`src/rtl/ts_pkg.sv`:
```
`default_nettype none
// ============================================================================
// Module      : ts_pkg
// Description : Shared MPEG-TS constants, parser state encoding and the
//               continuity-counter evaluation rule.
// Revision    : 1.0 - initial release
// ============================================================================
package ts_pkg;

    localparam int          TS_PKT_LEN = 188;
    localparam logic [7:0]  SYNC_BYTE  = 8'h47;
    localparam logic [12:0] NULL_PID   = 13'h1FFF;

    localparam logic [1:0]  AFC_RESERVED      = 2'b00;
    localparam logic [1:0]  AFC_PAYLOAD_ONLY  = 2'b01;
    localparam logic [1:0]  AFC_ADAPT_ONLY    = 2'b10;
    localparam logic [1:0]  AFC_ADAPT_PAYLOAD = 2'b11;

    typedef enum logic [1:0] {
        ST_IDLE = 2'd0,
        ST_HDR  = 2'd1,
        ST_BODY = 2'd2
    } parse_state_t;

    typedef struct packed {
        logic err;
        logic dup;
    } cc_result_t;

    function automatic logic afc_has_payload(input logic [1:0] afc);
        return (afc == AFC_PAYLOAD_ONLY) || (afc == AFC_ADAPT_PAYLOAD);
    endfunction

    // Payload packets may advance by one or repeat once; others must not move.
    function automatic cc_result_t cc_eval(input logic [1:0] afc,
                                           input logic [3:0] rx_cc,
                                           input logic [3:0] stored_cc,
                                           input logic       dup);
        cc_result_t res;
        res.err = 1'b0;
        res.dup = dup;
        if (afc_has_payload(afc)) begin
            if (rx_cc == 4'(stored_cc + 4'd1)) begin
                res.dup = 1'b0;
            end else if ((rx_cc == stored_cc) && !dup) begin
                res.dup = 1'b1;
            end else begin
                res.err = 1'b1;
                res.dup = 1'b0;
            end
        end else begin
            res.err = (rx_cc != stored_cc);
        end
        return res;
    endfunction

endpackage
`default_nettype wire

```
`src/rtl/ts_cc_table.sv`:
```
`default_nettype none
// ============================================================================
// Module      : ts_cc_table
// Description : Fully parallel PID/continuity-counter table with lowest-free
//               slot allocation and per-header CC checking.
// Revision    : 1.0 - initial release
// ============================================================================
module ts_cc_table
    import ts_pkg::*;
#(
    parameter int NUM_PID_SLOTS = 8
) (
    input  logic        clk,
    input  logic        rst,
    input  logic        check_en,
    input  logic [12:0] pid,
    input  logic        tei,
    input  logic [1:0]  afc,
    input  logic [3:0]  cc,
    output logic        cc_error,
    output logic        table_full
);

    logic [NUM_PID_SLOTS-1:0] w_slot_valid;
    logic [NUM_PID_SLOTS-1:0] w_slot_hit;
    logic [NUM_PID_SLOTS-1:0] w_slot_err;
    logic [NUM_PID_SLOTS-1:0] w_free;
    logic [NUM_PID_SLOTS-1:0] w_first_free;
    logic                     w_eligible;
    logic                     w_any_hit;

    assign w_eligible   = check_en && !tei && (pid != NULL_PID);
    assign w_free       = ~w_slot_valid;
    // Isolate the lowest set bit of the free mask.
    assign w_first_free = w_free & (~w_free + NUM_PID_SLOTS'(1));
    assign w_any_hit    = |w_slot_hit;
    assign cc_error     = w_eligible && |(w_slot_hit & w_slot_err);
    assign table_full   = &w_slot_valid;

    generate
        for (genvar g = 0; g < NUM_PID_SLOTS; g++) begin : g_slot
            logic        r_valid;
            logic        r_dup;
            logic [12:0] r_pid;
            logic [3:0]  r_cc;
            cc_result_t  w_res;

            assign w_res           = cc_eval(afc, cc, r_cc, r_dup);
            assign w_slot_valid[g] = r_valid;
            assign w_slot_hit[g]   = r_valid && (r_pid == pid);
            assign w_slot_err[g]   = w_res.err;

            always_ff @(posedge clk or posedge rst) begin
                if (rst) begin
                    r_valid <= 1'b0;
                    r_dup   <= 1'b0;
                    r_pid   <= '0;
                    r_cc    <= '0;
                end else if (w_eligible) begin
                    if (w_slot_hit[g]) begin
                        r_cc  <= cc;
                        r_dup <= w_res.dup;
                    end else if (!w_any_hit && w_first_free[g]) begin
                        r_valid <= 1'b1;
                        r_pid   <= pid;
                        r_cc    <= cc;
                        r_dup   <= 1'b0;
                    end
                end
            end
        end
    endgenerate

endmodule
`default_nettype wire

```
`src/rtl/ts_header_monitor.sv`:
```
`default_nettype none
// ============================================================================
// Module      : ts_header_monitor
// Description : Transport-stream header parser with continuity checking,
//               error pulses and saturating statistics counters.
// Revision    : 1.0 - initial release
// ============================================================================
module ts_header_monitor
    import ts_pkg::*;
#(
    parameter int NUM_PID_SLOTS = 8
) (
    input  logic        clk,
    input  logic        rst,
    input  logic        sync,
    input  logic        valid,
    input  logic [7:0]  byte_in,
    output logic        hdr_valid,
    output logic [12:0] pid,
    output logic        tei,
    output logic        pusi,
    output logic [1:0]  afc,
    output logic [3:0]  cc,
    output logic        cc_error,
    output logic        tei_error,
    output logic        table_full,
    output logic [31:0] pkt_count,
    output logic [15:0] cc_err_count,
    output logic [15:0] tei_err_count
);

    localparam logic [7:0] C_LAST_IDX = 8'(TS_PKT_LEN - 1);

    parse_state_t r_state;
    parse_state_t w_state_nxt;
    logic [7:0]   r_idx;
    logic [7:0]   w_idx_nxt;
    logic         w_cap_b1;
    logic         w_cap_b2;
    logic         w_cap_b3;

    logic         r_b1_tei;
    logic         r_b1_pusi;
    logic [4:0]   r_pid_hi;
    logic [7:0]   r_pid_lo;

    logic         r_hdr_valid;
    logic [12:0]  r_pid;
    logic         r_tei;
    logic         r_pusi;
    logic [1:0]   r_afc;
    logic [3:0]   r_cc;

    logic [31:0]  r_pkt_count;
    logic [15:0]  r_cc_err_count;
    logic [15:0]  r_tei_err_count;

    logic         w_cc_error;
    logic         w_tei_error;
    logic         w_table_full;

    always_ff @(posedge clk or posedge rst) begin
        if (rst) begin
            r_state <= ST_IDLE;
            r_idx   <= '0;
        end else begin
            r_state <= w_state_nxt;
            r_idx   <= w_idx_nxt;
        end
    end

    // A qualified sync always wins, so a mid-packet resync silently drops the old packet.
    always_comb begin
        w_state_nxt = r_state;
        w_idx_nxt   = r_idx;
        w_cap_b1    = 1'b0;
        w_cap_b2    = 1'b0;
        w_cap_b3    = 1'b0;
        if (valid && sync) begin
            w_state_nxt = ST_HDR;
            w_idx_nxt   = '0;
        end else if (valid) begin
            unique case (r_state)
                ST_IDLE: begin
                    w_state_nxt = ST_IDLE;
                end
                ST_HDR: begin
                    w_idx_nxt = r_idx + 8'd1;
                    w_cap_b1  = (w_idx_nxt == 8'd1);
                    w_cap_b2  = (w_idx_nxt == 8'd2);
                    w_cap_b3  = (w_idx_nxt == 8'd3);
                    if (w_cap_b3) begin
                        w_state_nxt = ST_BODY;
                    end
                end
                ST_BODY: begin
                    if (r_idx == C_LAST_IDX - 8'd1) begin
                        w_state_nxt = ST_IDLE;
                        w_idx_nxt   = '0;
                    end else begin
                        w_idx_nxt = r_idx + 8'd1;
                    end
                end
                default: begin
                    w_state_nxt = ST_IDLE;
                    w_idx_nxt   = '0;
                end
            endcase
        end
    end

    // Header bytes land in shadow registers so the published fields stay stable.
    always_ff @(posedge clk or posedge rst) begin
        if (rst) begin
            r_b1_tei    <= 1'b0;
            r_b1_pusi   <= 1'b0;
            r_pid_hi    <= '0;
            r_pid_lo    <= '0;
            r_hdr_valid <= 1'b0;
            r_pid       <= '0;
            r_tei       <= 1'b0;
            r_pusi      <= 1'b0;
            r_afc       <= '0;
            r_cc        <= '0;
        end else begin
            r_hdr_valid <= w_cap_b3;
            if (w_cap_b1) begin
                r_b1_tei  <= byte_in[7];
                r_b1_pusi <= byte_in[6];
                r_pid_hi  <= byte_in[4:0];
            end
            if (w_cap_b2) begin
                r_pid_lo <= byte_in;
            end
            if (w_cap_b3) begin
                r_tei  <= r_b1_tei;
                r_pusi <= r_b1_pusi;
                r_pid  <= {r_pid_hi, r_pid_lo};
                r_afc  <= byte_in[5:4];
                r_cc   <= byte_in[3:0];
            end
        end
    end

    ts_cc_table #(
        .NUM_PID_SLOTS (NUM_PID_SLOTS)
    ) u_cc_table (
        .clk        (clk),
        .rst        (rst),
        .check_en   (r_hdr_valid),
        .pid        (r_pid),
        .tei        (r_tei),
        .afc        (r_afc),
        .cc         (r_cc),
        .cc_error   (w_cc_error),
        .table_full (w_table_full)
    );

    assign w_tei_error = r_hdr_valid && r_tei;

    always_ff @(posedge clk or posedge rst) begin
        if (rst) begin
            r_pkt_count     <= '0;
            r_cc_err_count  <= '0;
            r_tei_err_count <= '0;
        end else begin
            if (r_hdr_valid && (r_pkt_count != '1)) begin
                r_pkt_count <= r_pkt_count + 32'd1;
            end
            if (w_cc_error && (r_cc_err_count != '1)) begin
                r_cc_err_count <= r_cc_err_count + 16'd1;
            end
            if (w_tei_error && (r_tei_err_count != '1)) begin
                r_tei_err_count <= r_tei_err_count + 16'd1;
            end
        end
    end

    assign hdr_valid     = r_hdr_valid;
    assign pid           = r_pid;
    assign tei           = r_tei;
    assign pusi          = r_pusi;
    assign afc           = r_afc;
    assign cc            = r_cc;
    assign cc_error      = w_cc_error;
    assign tei_error     = w_tei_error;
    assign table_full    = w_table_full;
    assign pkt_count     = r_pkt_count;
    assign cc_err_count  = r_cc_err_count;
    assign tei_err_count = r_tei_err_count;

endmodule
`default_nettype wire

```
`config.mk`:
```
export PLATFORM = sky130hd
export DESIGN_NAME = ts_header_monitor
export DESIGN_NICKNAME = d
export VERILOG_FILES = /design/src/rtl/ts_pkg.sv /design/src/rtl/ts_cc_table.sv /design/src/rtl/ts_header_monitor.sv
export SDC_FILE = /design/constraint.sdc
export NUM_CORES = 1
export LEC_CHECK = 0
export CORE_UTILIZATION = 25
export CTS_CLUSTER_DIAMETER = 80
export DETAILED_ROUTE_END_ITERATION = 6
export GPL_ROUTABILITY_DRIVEN = 0
export REMOVE_ABC_BUFFERS = 1
export SYNTH_ARGS = -nofsm -noshare
export SYNTH_HDL_FRONTEND = slang
export SYNTH_SLANG_ARGS = --single-unit
```
`constraint.sdc`:
```
create_clock -name clk -period 11.6 [get_ports clk]
set_clock_uncertainty 0.2 [all_clocks]
set_input_delay 2.32 -clock clk [delete_from_list [all_inputs] [get_ports clk]]
set_output_delay 2.32 -clock clk [all_outputs]
set_load 0.05 [all_outputs]
```
==> results of run 1 <==
[cell type report]
type	instances	area share (%)
flip-flops and latches	263	41.0
well taps	688	5.36
multi-input cells	790	39.9
clock inverters	9	0.966
inverters	24	0.608
clock buffers	45	5.41
repair buffers	111	6.75
[cells in the final DEF (no fill, tap or decap), drive strengths merged, types with 25 or more instances in the layout]
| cell type | instances |
|---|---|
| xor2 | 41 |
| clkbuf | 45 |
| nand2 | 77 |
| nand4 | 59 |
| inv | 25 |
| mux2 | 172 |
| nand3 | 40 |
| nor2 | 32 |
| clkdlybuf4s50 | 100 |
| xnor2 | 176 |
| dfrtp | 263 |
[metrics by stage]
stage	power [mW]	utilization (%)	instance area, µm²	hold WS [ps]	setup slack (ps)
after CTS	2.82	30.3	16100	299	4920
after global routing	2.93	30.3	16100	309	4750
after detailed placement	1.82	28.4	15000	288	5520
final	2.79	30.3	16100	291	4930
after global placement	1.80	28.4	15000	275	5650
after floorplan	1.57	-	13100	264	1840
[layer usage]
layer  vias to the layer above  share of wire [%]
li1                       4152                  -
met4                         0                2.1
met1                      4597                 47
met2                       163                 46
met5                         -                  0
met3                        44                4.3
[critical path, cell delays in order, from the launching register on]
cell and delay, ps:
dfrtp_1 1030, xnor2_1 230, nand4_1 150, nor4_2 700, a22o_1 260, o21bai_1 150, a31oi_1 170, clkdlybuf4s50_1 890
[flip-flops by register name (all words and copies together) (netlist names)]
register                   count
u_cc_table.g_slot.r_cc        32
r_b1_pusi                      1
u_cc_table.g_slot.r_pid      104
pkt_count                     32
cc_err_count                  16
cc                             4
hdr_valid                      1
u_cc_table.g_slot.r_valid      8
pid                           13
pusi                           1
r_state                        2
r_pid_lo                       8
r_b1_tei                       1
r_pid_hi                       5
r_idx                          8
tei                            1
u_cc_table.g_slot.r_dup        8
afc                            2
tei_err_count                 16
[cell families (layout without fill, tap and decap cells)]
group           count (synthesis)  after routing  synth area share (%)
buf+inv                        88            189                  3.87
compound gates                 71             71                  4.10
flops                         263            263                  48.7
xor+xnor                      220            220                  14.6
fa+ha+maj                      18             18                  1.67
simple gates                  309            309                  12.5
mux                           172            172                  14.5
[worst paths after layout]
kind / cells past startpoint / end
worst max register to register: 8 / u_cc_table.g_slot[1].r_cc[2]
worst max-delay path: 7 / cc_error
max in group asynchronous: 3 / cc[3]
worst min-delay path: 1 / cc_err_count[8]
min in group asynchronous: 2 / pkt_count[13]
worst min register to register: 1 / cc_err_count[8]
[report_power, final]
| group | switching, mW | internal [mW] | total, mW |
|---|---|---|---|
| sequential | 0.121 | 0.970 | 1.09 |
| combinational | 0.409 | 0.296 | 0.705 |
| clock | 0.386 | 0.604 | 0.990 |
==> impl_metrics.csv, run 1 <==
group,metric,value,unit
yosys,synth.most_common_cell,"dfrtp_1",
global_route,grt_pass1_vias,9302,
route,wl_per_cell,16.6,µm
route,num_vias,8956,
floorplanning,die-area,55000,µm²
hold_path,hp-class,"register to register",
global_route,grt_usage,11.8,%
final_layout,multiInputGateArea,6410,µm²
setup_path,end_kind,"primary output",
yosys,synth_cell_types,70,
setup_path,crit_path_max_fanout,19,
pwr,vdd_drop_max,0.164,mV
setup_path,critPathLaunch,"pid[1]",
route,viasPerCell,4.64,
final_layout,final_cells,1930,
yosys,synth_top_area_share,48.7,%
sta,period_minus_slack,6670,ps
run_status,status,"completed",
yosys,synth-seq-cells,263,
floorplanning,start_util,25.5,%
sta,rsz0062_at_grt,"no",
sta,hold_viol_final,0,
final_layout,area_delta_synth_final,18.8,%
floorplanning,core,53000,µm²
setup_path,crit_type,"register to primary output",
yosys,avgSynthCellArea,11.8,µm²
sta,worstMarginPinSlew,1120,ps
global_route,antenna_found_initial,1,
sta,period_share,57.5,%
route,antenna_left,0,
global_route,grt_remaining_overflow,0,
placement,port_buffers,100,
yosys,yosysWarnings,0,
clocking,clock_path_buffers,3,
global_route,grt_pass1_wl,51800,µm
placement,hpwl,22200,µm
final_layout,seq_area,6580,µm²
placement,place_inst,1876,
final_layout,drive_gt1_share,18.7,%
yosys,synth_area_leaders,"dfrtp_1 (49%), mux2_2 (13%), xnor2_1 (11%), nand4_1 (2.7%), xor2_1 (2.7%)",
yosys,yosys.area.top_type,"dfrtp_1",
clocking,cts_root_buffer,"clkbuf_16",
setup_path,critPathArrivalTime,4150,ps
setup_path,reg2reg_slack,7170,ps
route,dr.pass1.iters,4,
clocking,postCtsSetupBuffers,0,
yosys,synth-edff-count,0,
floorplanning,dieHeight,234,µm
yosys,seq_area_frac_synth,48.7,%
floorplanning,rows,84,
global_route,met3_usage,2.39,%
sta,setup_viol,0,
clocking,cts_sinks,263,
yosys,synthArstFlopShare,100,%
clocking,clk_pin_slew_worst_paths,60,ps
clocking,tritoncts,"yes",
route,routed_wl,32000,µm
final_layout,antenna_cells,0,
clocking,cts_buffers,31,
sta,max_slew_margin,24.9,%
global_route,grt_use_met1,15.9,%
pwr,p_per_area,174,nW/µm²
job,cap_viol_max_count,0,
floorplanning,ioPinCount,101,
final_layout,final.fill_count,5400,
global_route,grt_max_degree,137,
yosys,netlist_area,13500,µm²
clocking,cts_hold_buf,0,
global_route,globalRouteMet2Util,19.3,%
sta,finalSetupTns,0,ps
route,drtIter0Drc,431,
yosys,synth_commonest_cells,"dfrtp_1 (263), xnor2_1 (176), mux2_2 (151)",
sta,fmax,150,MHz
setup_path,r2r_start,"pid[1]",
route,drc_errors,0,
setup_path,worstSetupStartpointType,"register",
floorplanning,die_w,234,µm
final_layout,layout.nets,1251,
setup_path,crit_required,9080,ps
sta,drv_slew,0,
clocking,htreeDepth,1,
hold_path,hp-start,"cc_err_count[8]",
clocking,clkLatencyLatePin,570,ps
yosys,netlist_instances,1141,
global_route,busiest_layer,"met2",
yosys,synth_ff_type,"dfrtp_1",
clocking,postCtsResizedCells,0,
pwr,power.leakage,7.13,nW
(Power assumes the default switching activity.)
==> run 2: changes to the inputs <==
Clock period 11.6 ns to 6.6 ns, I/O delays scaled along.
==> run 2 against run 1 <==
Total power grew 71%. Largest cell class unchanged. Critical path type unchanged. Largest power group unchanged. Setup slack lost 3900 ps. Clock-buffer cell count grew 2. Global-route usage is essentially flat. Hold slack lost 3.0 ps. Via count shrank 1.2%.
==> impl_metrics.csv, run 2 (same netlist as run 1, synthesis figures left out) <==
group,metric,value,unit
run_status,status,"completed",
placement,port_buffers,100,
sta,fmax,178,MHz
final_layout,largest_reg_flops,104,
global_route,grt_remaining_overflow,0,
route,dr.pass1.iters,4,
pwr,vdd_drop_max,0.181,mV
route,drtIter0Drc,416,
route,routed_wl,32000,µm
route,antenna_left,0,
floorplanning,die_w,234,µm
hold_path,hold_depth,1,
setup_path,critPathTopFamily,"simple AND/OR/NAND/NOR gates",
route,drc_errors,0,
global_route,grt_pass1_vias,9171,
clocking,clk_pin_slew_worst_paths,60,ps
final_layout,final_cell_mix,"dfrtp_1 (263), xnor2_1 (176), mux2_2 (151)",
global_route,antenna_found_initial,0,
sta,hold_viol_final,0,
clocking,cts_root_buffer,"clkbuf_16",
final_layout,layout.nets,1251,
final_layout,final_area,16000,µm²
sta,setup_viol,0,
sta,worstMarginPinSlew,1180,ps
route,num_vias,8851,
setup_path,cp_num_cells,7,
sta,drv_slew,0,
job,cap_viol_max_count,0,
floorplanning,die-area,55000,µm²
floorplanning,dieHeight,234,µm
setup_path,worstSetupStartpointType,"register",
setup_path,crit_type,"register to primary output",
clocking,cts_hold_buf,0,
clocking,clkLatencyLatePin,560,ps
floorplanning,start_util,25.5,%
clocking,postCtsSetupBuffers,0,
clocking,postCtsResizedCells,0,
route,viasPerCell,4.58,
clocking,htreeDepth,1,
setup_path,end_kind,"primary output",
placement,dp_slack,1620,ps
setup_path,crit_path_max_fanout,21,
clocking,cts_sinks,263,
final_layout,drive_gt1_share,18.7,%
setup_path,rr_worst_depth,8,
sta,max_slew_margin,21.4,%
setup_path,cpMaxStageDelayCell,"dfrtp_1",
floorplanning,core,53000,µm²
global_route,grt_pass1_wl,51800,µm
global_route,grt_usage,11.8,%
sta,period_minus_slack,5620,ps
final_layout,area_delta_synth_final,18.4,%
placement,place_area,15000,µm²
clocking,tritoncts,"yes",
floorplanning,rows,84,
global_route,grt_max_degree,131,
setup_path,critPathArrivalTime,4100,ps
setup_path,slowest_delay,990,ps
final_layout,finish.utilization,30.2,%
final_layout,layout_commonest_cell,"dfrtp_1",
sta,period_share,85.2,%
placement,hpwl,22400,µm
final_layout,antenna_cells,0,
setup_path,crit_buf_inv,1,
route,wl_per_cell,16.6,µm
pwr,power.leakage,7.10,nW
floorplanning,ioPinCount,101,
clocking,cts_buffers,30,
setup_path,path_cells,"xnor2_1 > nand4_1 > nor4_1 > a32oi_1 > and4_1 > a31oi_1 > clkdlybuf4s50_1",
sta,layout_setup_ws,976,ps
hold_path,hp-class,"register to register",
final_layout,regMostFlops,"u_cc_table.g_slot.r_pid",
pwr,p_per_area,298,nW/µm²
clocking,clock_path_buffers,3,
sta,rsz0062_at_grt,"no",
setup_path,crit_required,5080,ps
## run 2: where the power goes
group	switching, mW	internal, mW	leakage, nW
sequential	0.252	1.70	3.64
combinational	0.682	0.519	2.99
clock	0.662	0.953	0.469
total	1.60	3.18	7.10
## run 2: worst paths after layout
kind                                       start                            to  slack (ps)
max in group asynchronous                    rst  u_cc_table.g_slot[6].r_cc[3]        3860
worst min register to register  cc_err_count[10]              cc_err_count[10]         290
worst min-delay path            cc_err_count[10]              cc_err_count[10]         290
min in group asynchronous                    rst  u_cc_table.g_slot[7].r_valid        1160
worst max-delay path                     pid[10]                      cc_error         980
worst max register to register           pid[10]  u_cc_table.g_slot[1].r_cc[2]        2120
## run 2: area by class of cell
type                    count  area [µm²]
well taps                 688         861
clock buffers              47         886
repair buffers            112        1090
multi-input cells         790        6410
clock inverters             8        67.6
inverters                  24        97.6
flip-flops and latches    263        6580
fillers                  5385       37000
## run 2: per-stage QoR
step / TNS, ps / total power [mW] / cells / hold slack [ps]
final: 0 / 4.77 / 1932 / 288
after global placement: 0 / 3.17 / 1877 / 274
after global routing: 0 / 5.01 / 1932 / 312
after CTS: 0 / 4.84 / 1932 / 296
after floorplan: -568130 / 2.76 / 1077 / 264
after detailed placement: 0 / 3.20 / 1877 / 284
## run 2: per-layer routing
metal  global-route usage [%]  part of all wire (%)  vias to the layer above
li1                         -                     -                     4161
met1                     15.8                    46                     4503
met2                     19.7                    47                      145
met3                     2.07                   4.6                       42
met4                     3.13                   2.4                        0
met5                        0                     0                        -
## run 2: worst reg2reg max path, delay by kind of cell (launching register included)
| kind | cells | cell delay (ps) |
|---|---|---|
| simple gates | 5 | 2310 |
| compound gates | 1 | 280 |
| xor+xnor | 1 | 250 |
| mux | 1 | 340 |
| flops | 1 | 990 |
